--- config.mk ---
export PLATFORM = sky130hd
export DESIGN_NAME = radial_ring_generator
export DESIGN_NICKNAME = d
export VERILOG_FILES = /design/src/rtl/radial_ring_generator.sv
export SDC_FILE = /design/constraint.sdc
export NUM_CORES = 1
export LEC_CHECK = 0
export ABC_AREA = 1
export BUFFER_PORTS_ARGS = -buffer_cell sky130_fd_sc_hd__buf_2
export CELL_PAD_IN_SITES_DETAIL_PLACEMENT = 1
export CELL_PAD_IN_SITES_GLOBAL_PLACEMENT = 1
export CORE_MARGIN = 8
export CORE_UTILIZATION = 31
export DETAILED_ROUTE_END_ITERATION = 8
export PLACE_DENSITY_LB_ADDON = 0.1
export REMOVE_ABC_BUFFERS = 1
export SLEW_MARGIN = 10
export SYNTH_ARGS = -nofsm -noshare
export SYNTH_HDL_FRONTEND = slang
export SYNTH_SLANG_ARGS = --single-unit
--- constraint.sdc ---
create_clock -name clk -period 3.9 [get_ports clk]
set_input_delay 0.39 -clock clk [delete_from_list [all_inputs] [get_ports clk]]
set_output_delay 0.39 -clock clk [all_outputs]
set_load 0.02 [all_outputs]
--- src/rtl/radial_ring_generator.sv ---
// radial_ring_generator: concentric-ring RRGGBB source keyed on beam (x, y), rings animated once per frame.
// Latency: 1 cycle from (x, y) to the registered rgb/ring_idx.
// Backpressure: none; free-running pixel path that accepts a new pixel every cycle.
// Optional: define RADIAL_RING_PALETTE_ROTATE_EN to rotate ring colours by one entry every 16 frames.
module radial_ring_generator #(
  parameter int CW        = 10,
  parameter int CX        = 320,
  parameter int CY        = 240,
  parameter int RING_STEP = 24,
  parameter int NUM_RINGS = 5,
  parameter int FC_W      = 10
) (
  input  logic          clk,
  input  logic          rst_n,
  input  logic [CW-1:0] x,
  input  logic [CW-1:0] y,
  input  logic          next_frame,
  input  logic [2:0]    step_size,
  input  logic [1:0]    metric_sel,
  input  logic          anim_mode,
  output logic [5:0]    rgb,
  output logic [3:0]    ring_idx
);

  typedef enum logic {ST_GROW = 1'b0, ST_SHRINK = 1'b1} state_t;

  localparam logic [FC_W-1:0] FC_MAX   = {FC_W{1'b1}};
  localparam logic [CW:0]     CXV      = (CW+1)'(CX);
  localparam logic [CW:0]     CYV      = (CW+1)'(CY);
  localparam logic [5:0]      EDGE_RGB = 6'b000001;

  state_t          r_state, w_state_nxt;
  logic [FC_W-1:0] r_fc, w_fc_nxt;
  logic [1:0]      r_metric;
  logic            r_anim;
  logic [FC_W-1:0] w_step;
  logic [FC_W:0]   w_fc_sum;
  logic [CW:0]     w_x, w_y, w_dx, w_dy, w_max, w_min, w_dist;
  logic [CW+1:0]   w_base;
  logic [3:0]      w_ring;
  logic [2:0]      w_pidx;

  assign w_step   = FC_W'(step_size);
  assign w_fc_sum = {1'b0, r_fc} + {1'b0, w_step};

  // Mode controls only change at frame boundaries so a frame never mixes metrics
  always_ff @(posedge clk or negedge rst_n) begin
    if (!rst_n) begin
      r_metric <= 2'd0;
      r_anim   <= 1'b0;
    end else if (next_frame) begin
      r_metric <= metric_sel;
      r_anim   <= anim_mode;
    end
  end

  // Animation counter and ping-pong direction
  always_ff @(posedge clk or negedge rst_n) begin
    if (!rst_n) begin
      r_state <= ST_GROW;
      r_fc    <= '0;
    end else begin
      r_state <= w_state_nxt;
      r_fc    <= w_fc_nxt;
    end
  end

  // Next counter value; expand mode wraps, ping-pong saturates and turns around
  always_comb begin
    w_fc_nxt    = r_fc;
    w_state_nxt = r_state;
    // Expand mode has no direction, so park the FSM in GROW for a later switch back
    if (!r_anim) w_state_nxt = ST_GROW;
    if (next_frame && (step_size != 3'd0)) begin
      if (!r_anim) begin
        w_fc_nxt = w_fc_sum[FC_W-1:0];
      end else if (r_state == ST_GROW) begin
        if (w_fc_sum >= {1'b0, FC_MAX}) begin
          w_fc_nxt    = FC_MAX;
          w_state_nxt = ST_SHRINK;
        end else begin
          w_fc_nxt = w_fc_sum[FC_W-1:0];
        end
      end else begin
        if (r_fc <= w_step) begin
          w_fc_nxt    = '0;
          w_state_nxt = ST_GROW;
        end else begin
          w_fc_nxt = r_fc - w_step;
        end
      end
    end
  end

  assign w_x   = {1'b0, x};
  assign w_y   = {1'b0, y};
  assign w_dx  = (w_x >= CXV) ? (w_x - CXV) : (CXV - w_x);
  assign w_dy  = (w_y >= CYV) ? (w_y - CYV) : (CYV - w_y);
  assign w_max = (w_dx >= w_dy) ? w_dx : w_dy;
  assign w_min = (w_dx >= w_dy) ? w_dy : w_dx;

  // Distance from ring centre under the latched metric; code 3 falls back to manhattan
  always_comb begin
    case (r_metric)
      2'd1:    w_dist = w_max;
      2'd2:    w_dist = w_max + (w_min >> 1);
      default: w_dist = w_dx + w_dy;
    endcase
  end

  assign w_base = (CW+2)'(r_fc >> 3);

  // Innermost ring whose threshold covers the pixel; descending scan lets the smallest k win
  always_comb begin
    w_ring = 4'(NUM_RINGS);
    for (int k = NUM_RINGS - 1; k >= 0; k--) begin
      if ({1'b0, w_dist} <= (w_base + (CW+2)'((k + 1) * RING_STEP))) w_ring = 4'(k);
    end
  end

  function automatic logic [5:0] palette(input logic [2:0] idx);
    case (idx)
      3'd0:    palette = 6'b101101;
      3'd1:    palette = 6'b101100;
      3'd2:    palette = 6'b101000;
      3'd3:    palette = 6'b001100;
      3'd4:    palette = 6'b001000;
      3'd5:    palette = 6'b000100;
      3'd6:    palette = 6'b000110;
      default: palette = 6'b000010;
    endcase
  endfunction

`ifdef RADIAL_RING_PALETTE_ROTATE_EN
  logic [3:0] r_div;
  logic [2:0] r_off;
  logic [3:0] w_pidx_sum;

  // Advance the palette offset once every 16 frames, wrapping at NUM_RINGS
  always_ff @(posedge clk or negedge rst_n) begin
    if (!rst_n) begin
      r_div <= 4'd0;
      r_off <= 3'd0;
    end else if (next_frame) begin
      r_div <= r_div + 4'd1;
      if (r_div == 4'hF) r_off <= (r_off == 3'(NUM_RINGS - 1)) ? 3'd0 : (r_off + 3'd1);
    end
  end

  assign w_pidx_sum = w_ring + {1'b0, r_off};
  assign w_pidx     = (w_pidx_sum >= 4'(NUM_RINGS)) ? 3'(w_pidx_sum - 4'(NUM_RINGS))
                                                     : w_pidx_sum[2:0];
`else
  assign w_pidx = w_ring[2:0];
`endif

  // Registered pixel output; edge colour never rotates
  always_ff @(posedge clk or negedge rst_n) begin
    if (!rst_n) begin
      rgb      <= EDGE_RGB;
      ring_idx <= 4'(NUM_RINGS);
    end else begin
      ring_idx <= w_ring;
      rgb      <= (w_ring >= 4'(NUM_RINGS)) ? EDGE_RGB : palette(w_pidx);
    end
  end

endmodule

==> flow_summary.ini, run 1 <==
[outcome]
status = finished with violations
violations = setup timing

[yosys]
synth.largest_area_cell = ha_1
synthTopCellsByArea = ha_1 (19%), nand2_1 (15%), dfrtp_1 (9.4%)
synth_top_area_frac = 0.1877
netlist_area_mm2 = 0.005065
yosys_warnings = 0
muxShareOfSynthArea = 0.001976
ys_seq_area_frac = 0.1094
synth_cell_types = 51
synth_top_flop_cell = dfrtp_1
synthAdderAreaFrac = 0.2036
async_flop_share = 1.000
synthCells = 813
yosys.area_share.simple = 0.3686
synth_edf_count = 0
avgSynthCellArea_um2 = 6.230
synth_top_family_by_area = simple AND/OR/NAND/NOR gates
synth-compound-area-share = 0.1564
synth_xor_area_frac = 0.05534
ys_ff_latch = 22
synthTopCellsByCount = nand2_1 (204), inv_1 (113), ha_1 (76)
yosysMostFrequentCell = nand2_1

[grt]
grt_pass1_vias = 7026
grt_max_degree = 23
grtUsageTotal = 0.2183
gr-total-overflow = 0
grt_pass1_wl_um = 35870
grt_antenna_before_repair = 0

[pwr]
switching_power_mw = 2.731
pwr-share-comb = 0.868
switching_share = 0.5278
cellInternalPower_mw = 2.443
irDropWorstVdd_mv = 0.2686
leakagePower_nw = 4.200
clkPwrFrac = 0.048
power.density_mw_per_mm2 = 615.2
seqPwrFrac = 0.084

[sta]
setup_viol = 7
fin_crit_ps = 5183
fin_crit_sh = 1.329
fin_ws_ps = -1283
rsz0062_at_grt = yes
holdWs_ps = 114.1
clock_skew_ps = 12.07
finalSetupTns_ps = -8519
hold_violations = 0
fmax_mhz = 192.9
slew_viol_final = 0
worst_pin_slew_ps = 563.6
slew_headroom = 0.6243

[placed_design]
place_ws_ps = -1979
placed_cell_area_mm2 = 0.006715
numPortBuffers = 36
placed_cells = 1221
gp_congestion = 0.9448
dpl.hpwl_um = 16650

[cts]
clock_latency_ps = 270
clock-sinks = 22
cts.path.max_buffers = 2
htree_levels = 1
cts_tree = yes
cts_buffers = 3
cts_root_buf = clkbuf_16
clkTransAtPathRegs_ps = 70

[drt]
antenna_left = 0
drtIter0Drc = 237
num_vias = 6491
dr.pass1.iters = 4
routed_wl_um = 23350
post_drt_wl_per_cell_um = 18.18
viasPerCell = 5.055
drc_errors = 0

[hold_path]
hp-class = in2async

[floorplanning]
initial_core_util = 0.3177
die-width_um = 143.8
io_pins = 39
num_rows = 46
dieHeight_um = 143.8
core_area_mm2 = 0.01594
die-area_mm2 = 0.02068

[worst_setup_path]
cpMaxStageDelayCell = ha_1
max_stage_delay_ps = 350
cp-start-kind = input port
required_ps = 4050
end_kind = register
timing.critical_path.mode_cell = nand2_2
worstSetupPathType = in2reg
critPathTopFamily = simple AND/OR/NAND/NOR gates
cp_num_buf_inv = 8
worstPathArrival_ps = 5330
cp_max_fo = 8

[finish]
fin_cells = 1284
nets = 1178
drive_gt1_frac = 0.4579
fill_cells = 2066
area_growth_pct = 66.06
antenna_cells = 0
finalInstanceArea_mm2 = 0.008411

[job]
maxCapViolations = 0
## placed cells by master (no fill, tap or decap), types with 5 or more instances in the layout
master     n
o21ai_2   14
xor2_2     6
nand2_4   16
nand3_2   18
nor2_2    11
dfrtp_1   19
ha_1      50
buf_4    212
nand3_1   41
buf_6     20
inv_4      9
a21oi_2   13
ha_4      22
a31oi_1    7
or2_2      5
o21ai_0   25
xor2_1    21
nand4_1   11
nand2_1  179
nand2_2   28
nor3_2     6
a22oi_1    6
nor2_4    14
buf_2     26
inv_2     22
nor3_1     7
o21ai_1   11
inv_1     91
nor2_1    44
nand3_4    5
a21oi_1   27
## cell families (layout without fill, tap and decap cells)
logic type | after synthesis | after routing
XOR/XNOR | 32 | 32
adder cells (fa/ha/maj) | 80 | 80
buffers and inverters | 138 | 390
AND/OR/NAND/NOR | 402 | 403
AO/OA/AOI/OAI | 137 | 137
other | 1 | 3
multiplexers | 1 | 1
flip-flops | 22 | 22
## final timing paths
| check | depth (start not counted) | to | startpoint | slack (ps) |
|---|---|---|---|---|
| worst max-delay path | 38 | rgb[2] | x[7] | -1280 |
| worst min-delay path | 1 | r_fc[6] | rst_n | 110 |
| worst max register to register | 20 | rgb[0] | r_metric[0] | 580 |
| worst min register to register | 2 | r_fc[2] | r_fc[2] | 560 |
| max in group asynchronous | 1 | rgb[0] | rst_n | 3410 |
| min in group clk | 3 | r_metric[0] | metric_sel[0] | 320 |
## through the flow
stage	util	power [mW]
floorplan	-	2.467
global placement	0.4212	3.723
detailed placement	0.4212	3.859
CTS	0.5055	4.711
global route	0.5275	5.621
finish	0.5275	5.174
## flip-flops by register name (all words and copies together), names as in the netlist
name and flops:
r_state 1, rgb 5, r_fc 10, ring_idx 3, r_anim 1, r_metric 2
## power by group through the flow
stage	sequential, mW	combinational [mW]	clock (mW)
2_1_floorplan	0.454	2.01	0
3_3_place_gp	0.435	3.29	0
3_5_place_dp	0.441	3.42	0
4_1_cts	0.437	4.02	0.257
5_1_grt	0.451	4.90	0.269
6_report	0.437	4.49	0.249
## layer usage
metal  GRT usage  part of all wire
met1      0.2737              0.43
met2      0.3841              0.50
met3     0.03218             0.041
met4     0.04870             0.021
met5           0                 0
## repair_timing
action / 4_1_cts / 5_1_grt
gates resized for setup: 215 / 65
hold buffers: 0 / 0
endpoints found under the setup margin: 7 / 7
endpoints found under the hold margin: 0 / 0
pin swaps: 106 / 89
buffers inserted: 47 / 14
cloned: 1 / 0
## area by class of cell
type / instances / area (um2) / area share
tap: 216 / 270.3 / 0.03213
clock buffer: 4 / 88.84 / 0.01056
inverter: 126 / 500.5 / 0.05951
sequential: 22 / 554.3 / 0.06590
multi-input combinational: 656 / 5020 / 0.5968
timing repair buffer: 260 / 1977 / 0.2350
Power figures use the tool's default switching activity.
==> run 2, diff against run 1 <==
==> constraint.sdc (replaced) <==
create_clock -name clk -period 4.3 [get_ports clk]
set_input_delay 0.43 -clock clk [delete_from_list [all_inputs] [get_ports clk]]
set_output_delay 0.43 -clock clk [all_outputs]
set_load 0.02 [all_outputs]
==> run 2 against run 1 <==
Net effect:
- the flow still finishes with violations (setup timing)
- register-to-register slack hardly changed
- global-route usage is 1.1 points lower
- final cell count is 1.0% lower
- cell area is 2.5% higher
- routed wire length is 3.7% higher
- setup slack better by 320 ps
- clock power is 8% lower
==> flow_summary.ini, run 2 (synthesized netlist as in run 1, its figures left out) <==
[outcome]
status = finished with violations
violations = setup timing

[placed_design]
dpl.hpwl_um = 16490
placed_cells = 1214
place_ws_ps = -1570
gp_congestion = 0.9041
numPortBuffers = 36

[worst_setup_path]
worstSetupPathType = in2reg
cp-start-kind = input port
max_stage_delay_ps = 470
end_kind = register
timing.critical_path.mode_cell = nand2_1
cpMaxStageDelayCell = fa_2
worstPathArrival_ps = 5400
cp_max_fo = 5
reg2reg_setup_slack_ps = 590
required_ps = 4440

[job]
maxCapViolations = 0

[finish]
final_cell_mix = buf_4 (189), nand2_1 (163), inv_1 (85), nor2_1 (43), ha_1 (43)
antenna_cells = 0
fill_cells = 2012
largest_reg_flops = 10
fin_cells = 1271
final_util = 0.5407
layout_commonest_cell = buf_4
area_growth_pct = 70.18
drive_gt1_frac = 0.4882
nets = 1165
reg_top3 = r_fc x10, rgb x5, ring_idx x3
regMostFlops = r_fc

[drt]
viasPerCell = 5.180
routed_wl_um = 24200
drc_errors = 0
dr.pass1.iters = 4
drtIter0Drc = 278
num_vias = 6584
post_drt_wl_per_cell_um = 19.04
antenna_left = 0

[sta]
clock_skew_ps = 7.739
worst_pin_slew_ps = 834.9
fin_crit_ps = 5260
fin_ws_ps = -959.7
setup_viol = 7
slew_headroom = 0.4428
rsz0062_at_grt = yes
slew_viol_final = 0
finalSetupTns_ps = -6475
fmax_mhz = 190.1
fin_crit_sh = 1.223
hold_violations = 0

[grt]
grt_antenna_before_repair = 0
grt_pass1_wl_um = 34530
grtUsageTotal = 0.2077
gr-total-overflow = 0
grt_pass1_vias = 6846
grt_max_degree = 23

[pwr]
irDropWorstVdd_mv = 0.2248
leakagePower_nw = 4.194
power.density_mw_per_mm2 = 582.4
p_total_mw = 5.020

[cts]
clkTransAtPathRegs_ps = 70
cts_buffers = 3
cts.path.max_buffers = 2
htree_levels = 1
cts_tree = yes
clock-sinks = 22
cts_root_buf = clkbuf_16
clock_latency_ps = 270

[floorplanning]
num_rows = 46
die-width_um = 143.8
core_area_mm2 = 0.01594
io_pins = 39
die-area_mm2 = 0.02068
initial_core_util = 0.3177
dieHeight_um = 143.8

[hold_path]
hp-class = in2async
[run 2: cell types whose count changed in the layout (fill, tap and decap cells not counted), sizes merged]
cell    previous run  this run
inv              123       124
buf              260       247
clkinv             3         2
[run 2: timing repair]
action	in CTS	in global routing
pin swaps	103	80
hold endpoints to repair	0	0
hold buffers	0	0
resized for setup	213	138
setup buffers	31	25
cloned	1	0
setup endpoints to repair	7	7
[run 2: metal layers]
metal  up-vias  routed length (um)  global-route usage  part of all wire
met5         -                   0                   0                 0
met4         0                 674             0.04095             0.028
met3        55                 842             0.01991             0.035
met2       145               12330              0.3682              0.51
met1      3240               10350              0.2665              0.43
li1       3144                   -                   -                 -
[run 2: cell type report]
type	instances	area [um2]	share of cell area
clock buffers	4	88.84	0.01031
well taps	216	270.3	0.03135
inverters	126	510.5	0.05922
multi-input cells	656	5281	0.6127
repair buffers	247	1914	0.2221
flip-flops and latches	22	554.3	0.06431
[run 2: worst max-delay path: cells and delay by family]
family / cells / cell delay, ps
AO/OA/AOI/OAI: 7 / 870
adder cells (fa/ha/maj): 4 / 1280
buffers and inverters: 14 / 1420
AND/OR/NAND/NOR: 14 / 1360
[run 2: worst paths after layout]
path | endpoint | from | depth (start not counted)
setup reg to reg | rgb[2] | r_metric[0] | 18
hold reg to reg | r_fc[2] | r_fc[2] | 2
max in group asynchronous | rgb[0] | rst_n | 1
min in group clk | r_metric[0] | metric_sel[0] | 3
setup / recovery | rgb[2] | x[0] | 39
hold / removal | r_fc[7] | rst_n | 1
[run 2: where the power goes]
part / leakage, nW / total (mW) / switching [mW] / internal, mW
clock: 0.0442 / 0.229 / 0.0863 / 0.143
combinational: 3.90 / 4.39 / 2.49 / 1.90
sequential: 0.252 / 0.398 / 0.101 / 0.298
total: 4.19 / 5.02 / 2.68 / 2.34
[run 2: per-stage QoR]
stage,instance area [um2],hold WS [ps]
after global routing,8620,189.3
after detailed placement,6663,449.5
after global placement,6663,437.1
after floorplan,5019,134.4
final,8620,152.8
after CTS,7848,164.4
==> run 3, diff against run 2 <==
==> constraint.sdc (replaced) <==
create_clock -name clk -period 4.3 [get_ports clk]
set_input_delay 0.86 -clock clk [delete_from_list [all_inputs] [get_ports clk]]
set_output_delay 0.86 -clock clk [all_outputs]
set_load 0.02 [all_outputs]
==> run 3 against run 2 <==
Net effect:
- the flow still finishes with violations (setup timing)
- clock-buffer cell count stayed put
- total power is 2.5% higher
- non-clock buffer count is 10 higher
- final cell count is 0.79% higher
- maximum frequency is 9.7% lower
- sequential power hardly changed
- sequential share of layout area hardly changed
- highest routed layer unchanged
==> flow_summary.ini, run 3 (synthesized netlist as in run 1, its figures left out) <==
[floorplanning]
initial_core_util = 0.3177
dieHeight_um = 143.8
core_area_mm2 = 0.01594
num_rows = 46
die-width_um = 143.8
die-area_mm2 = 0.02068
io_pins = 39

[outcome]
violations = setup timing
status = finished with violations

[drt]
post_drt_wl_per_cell_um = 19.55
routed_wl_um = 25050
viasPerCell = 5.200
num_vias = 6661
dr.pass1.iters = 5
antenna_left = 0
drtIter0Drc = 274
drc_errors = 0

[cts]
clock_latency_ps = 270
clock-sinks = 22
htree_levels = 1
cts_buffers = 3
cts.path.max_buffers = 2
cts_root_buf = clkbuf_16
cts_tree = yes
clkTransAtPathRegs_ps = 70

[sta]
holdWs_ps = 558.0
fin_crit_sh = 1.355
worst_pin_slew_ps = 830.7
setup_viol = 7
rsz0062_at_grt = yes
hold_violations = 0
slew_headroom = 0.4456
fin_ws_ps = -1525
fmax_mhz = 171.7
finalSetupTns_ps = -10360
clock_skew_ps = 4.096
fin_crit_ps = 5825
slew_viol_final = 0

[finish]
largest_reg_flops = 10
nets = 1175
final_cell_mix = buf_4 (195), nand2_1 (165), inv_1 (85), nor2_1 (45), ha_1 (44)
layout_commonest_cell = buf_4
regMostFlops = r_fc
reg_top3 = r_fc x10, rgb x5, ring_idx x3
finalInstanceArea_mm2 = 0.008633
antenna_cells = 0
area_growth_pct = 70.45
fin_cells = 1281
drive_gt1_frac = 0.4817

[hold_path]
hp-class = reg2reg

[pwr]
p_total_mw = 5.143
leakagePower_nw = 4.239
pwr-share-comb = 0.877
seqPwrFrac = 0.078
irDropWorstVdd_mv = 0.2582
clkPwrFrac = 0.045
cellInternalPower_mw = 2.395
switching_power_mw = 2.748
switching_share = 0.5344
power.density_mw_per_mm2 = 595.7

[grt]
grt_max_degree = 23
grt_pass1_vias = 7013
gr-total-overflow = 0
grtUsageTotal = 0.2153
grt_pass1_wl_um = 35480
grt_antenna_before_repair = 0

[worst_setup_path]
end_kind = register
worstSetupPathType = in2reg
worstPathArrival_ps = 6030
timing.critical_path.mode_cell = nand2_2
max_stage_delay_ps = 290
cpMaxStageDelayCell = ha_4
required_ps = 4500
cp-start-kind = input port
cp_max_fo = 7

[placed_design]
dpl.hpwl_um = 16780
placed_cell_area_mm2 = 0.006708
placed_cells = 1220
gp_congestion = 0.9550
numPortBuffers = 36

[job]
maxCapViolations = 0
## run 3: path summary, 6_finish.rpt
kind / startpoint / end / slack [ps] / cells past startpoint
setup / recovery: x[7] / ring_idx[0] / -1530 / 39
hold / removal: r_fc[2] / r_fc[2] / 560 / 2
setup reg to reg: r_metric[0] / ring_idx[2] / 390 / 19
min in group asynchronous: rst_n / rgb[5] / 580 / 1
hold reg to reg: r_fc[2] / r_fc[2] / 560 / 2
max in group asynchronous: rst_n / rgb[0] / 3350 / 1
## run 3: cell type report
| class | count | area, um2 |
|---|---|---|
| well taps | 216 | 270.3 |
| inverters | 126 | 500.5 |
| flip-flops and latches | 22 | 554.3 |
| repair buffers | 257 | 1999 |
| fillers | 2037 | 7310 |
| multi-input cells | 656 | 5220 |
| clock buffers | 4 | 88.84 |
## run 3: worst max-delay path: cells and delay by family
| family | cells | cell delay [ps] |
|---|---|---|
| AOI/OAI and AO/OA | 8 | 1290 |
| and+or+nand+nor | 18 | 2080 |
| xor gates and xnor gates | 1 | 170 |
| buffers and inverters | 8 | 760 |
| adders and majority gates | 4 | 820 |
## run 3: power groups by stage
stage	Clock (mW)	Combinational, mW	Sequential, mW
2_1_floorplan	0	1.83	0.412
3_3_place_gp	0	2.98	0.395
3_5_place_dp	0	3.12	0.400
4_1_cts	0.236	3.73	0.398
5_1_grt	0.246	4.83	0.412
6_report	0.234	4.51	0.401
## run 3: routing by layer
layer  part of all wire  up-vias  GRT usage
met5                  0        -          0
met4              0.039        0    0.05977
met3              0.027       70    0.02389
met2               0.50      146     0.3816
met1               0.44     3278     0.2681
li1                   -     3167          -
## run 3: what timing repair did
| action | 4_1_cts | 5_1_grt |
|---|---|---|
| hold buffers | 0 | 0 |
| endpoints found under the hold margin | 0 | 0 |
| gates resized for setup | 199 | 123 |
| pin swaps | 91 | 99 |
| endpoints found under the setup margin | 7 | 7 |
| setup buffers | 31 | 28 |
| gates cloned | 1 | 0 |
## run 3: per-stage QoR
| stage | worst slack [ps] | utilization |
|---|---|---|
| 3_5_place_dp | -1997 | 0.4207 |
| 6_report | -1525 | 0.5415 |
| 3_3_place_gp | -1855 | 0.4207 |
| 2_1_floorplan | -1544 | - |
| 5_1_grt | -1692 | 0.5415 |
| 4_1_cts | -1049 | 0.4954 |
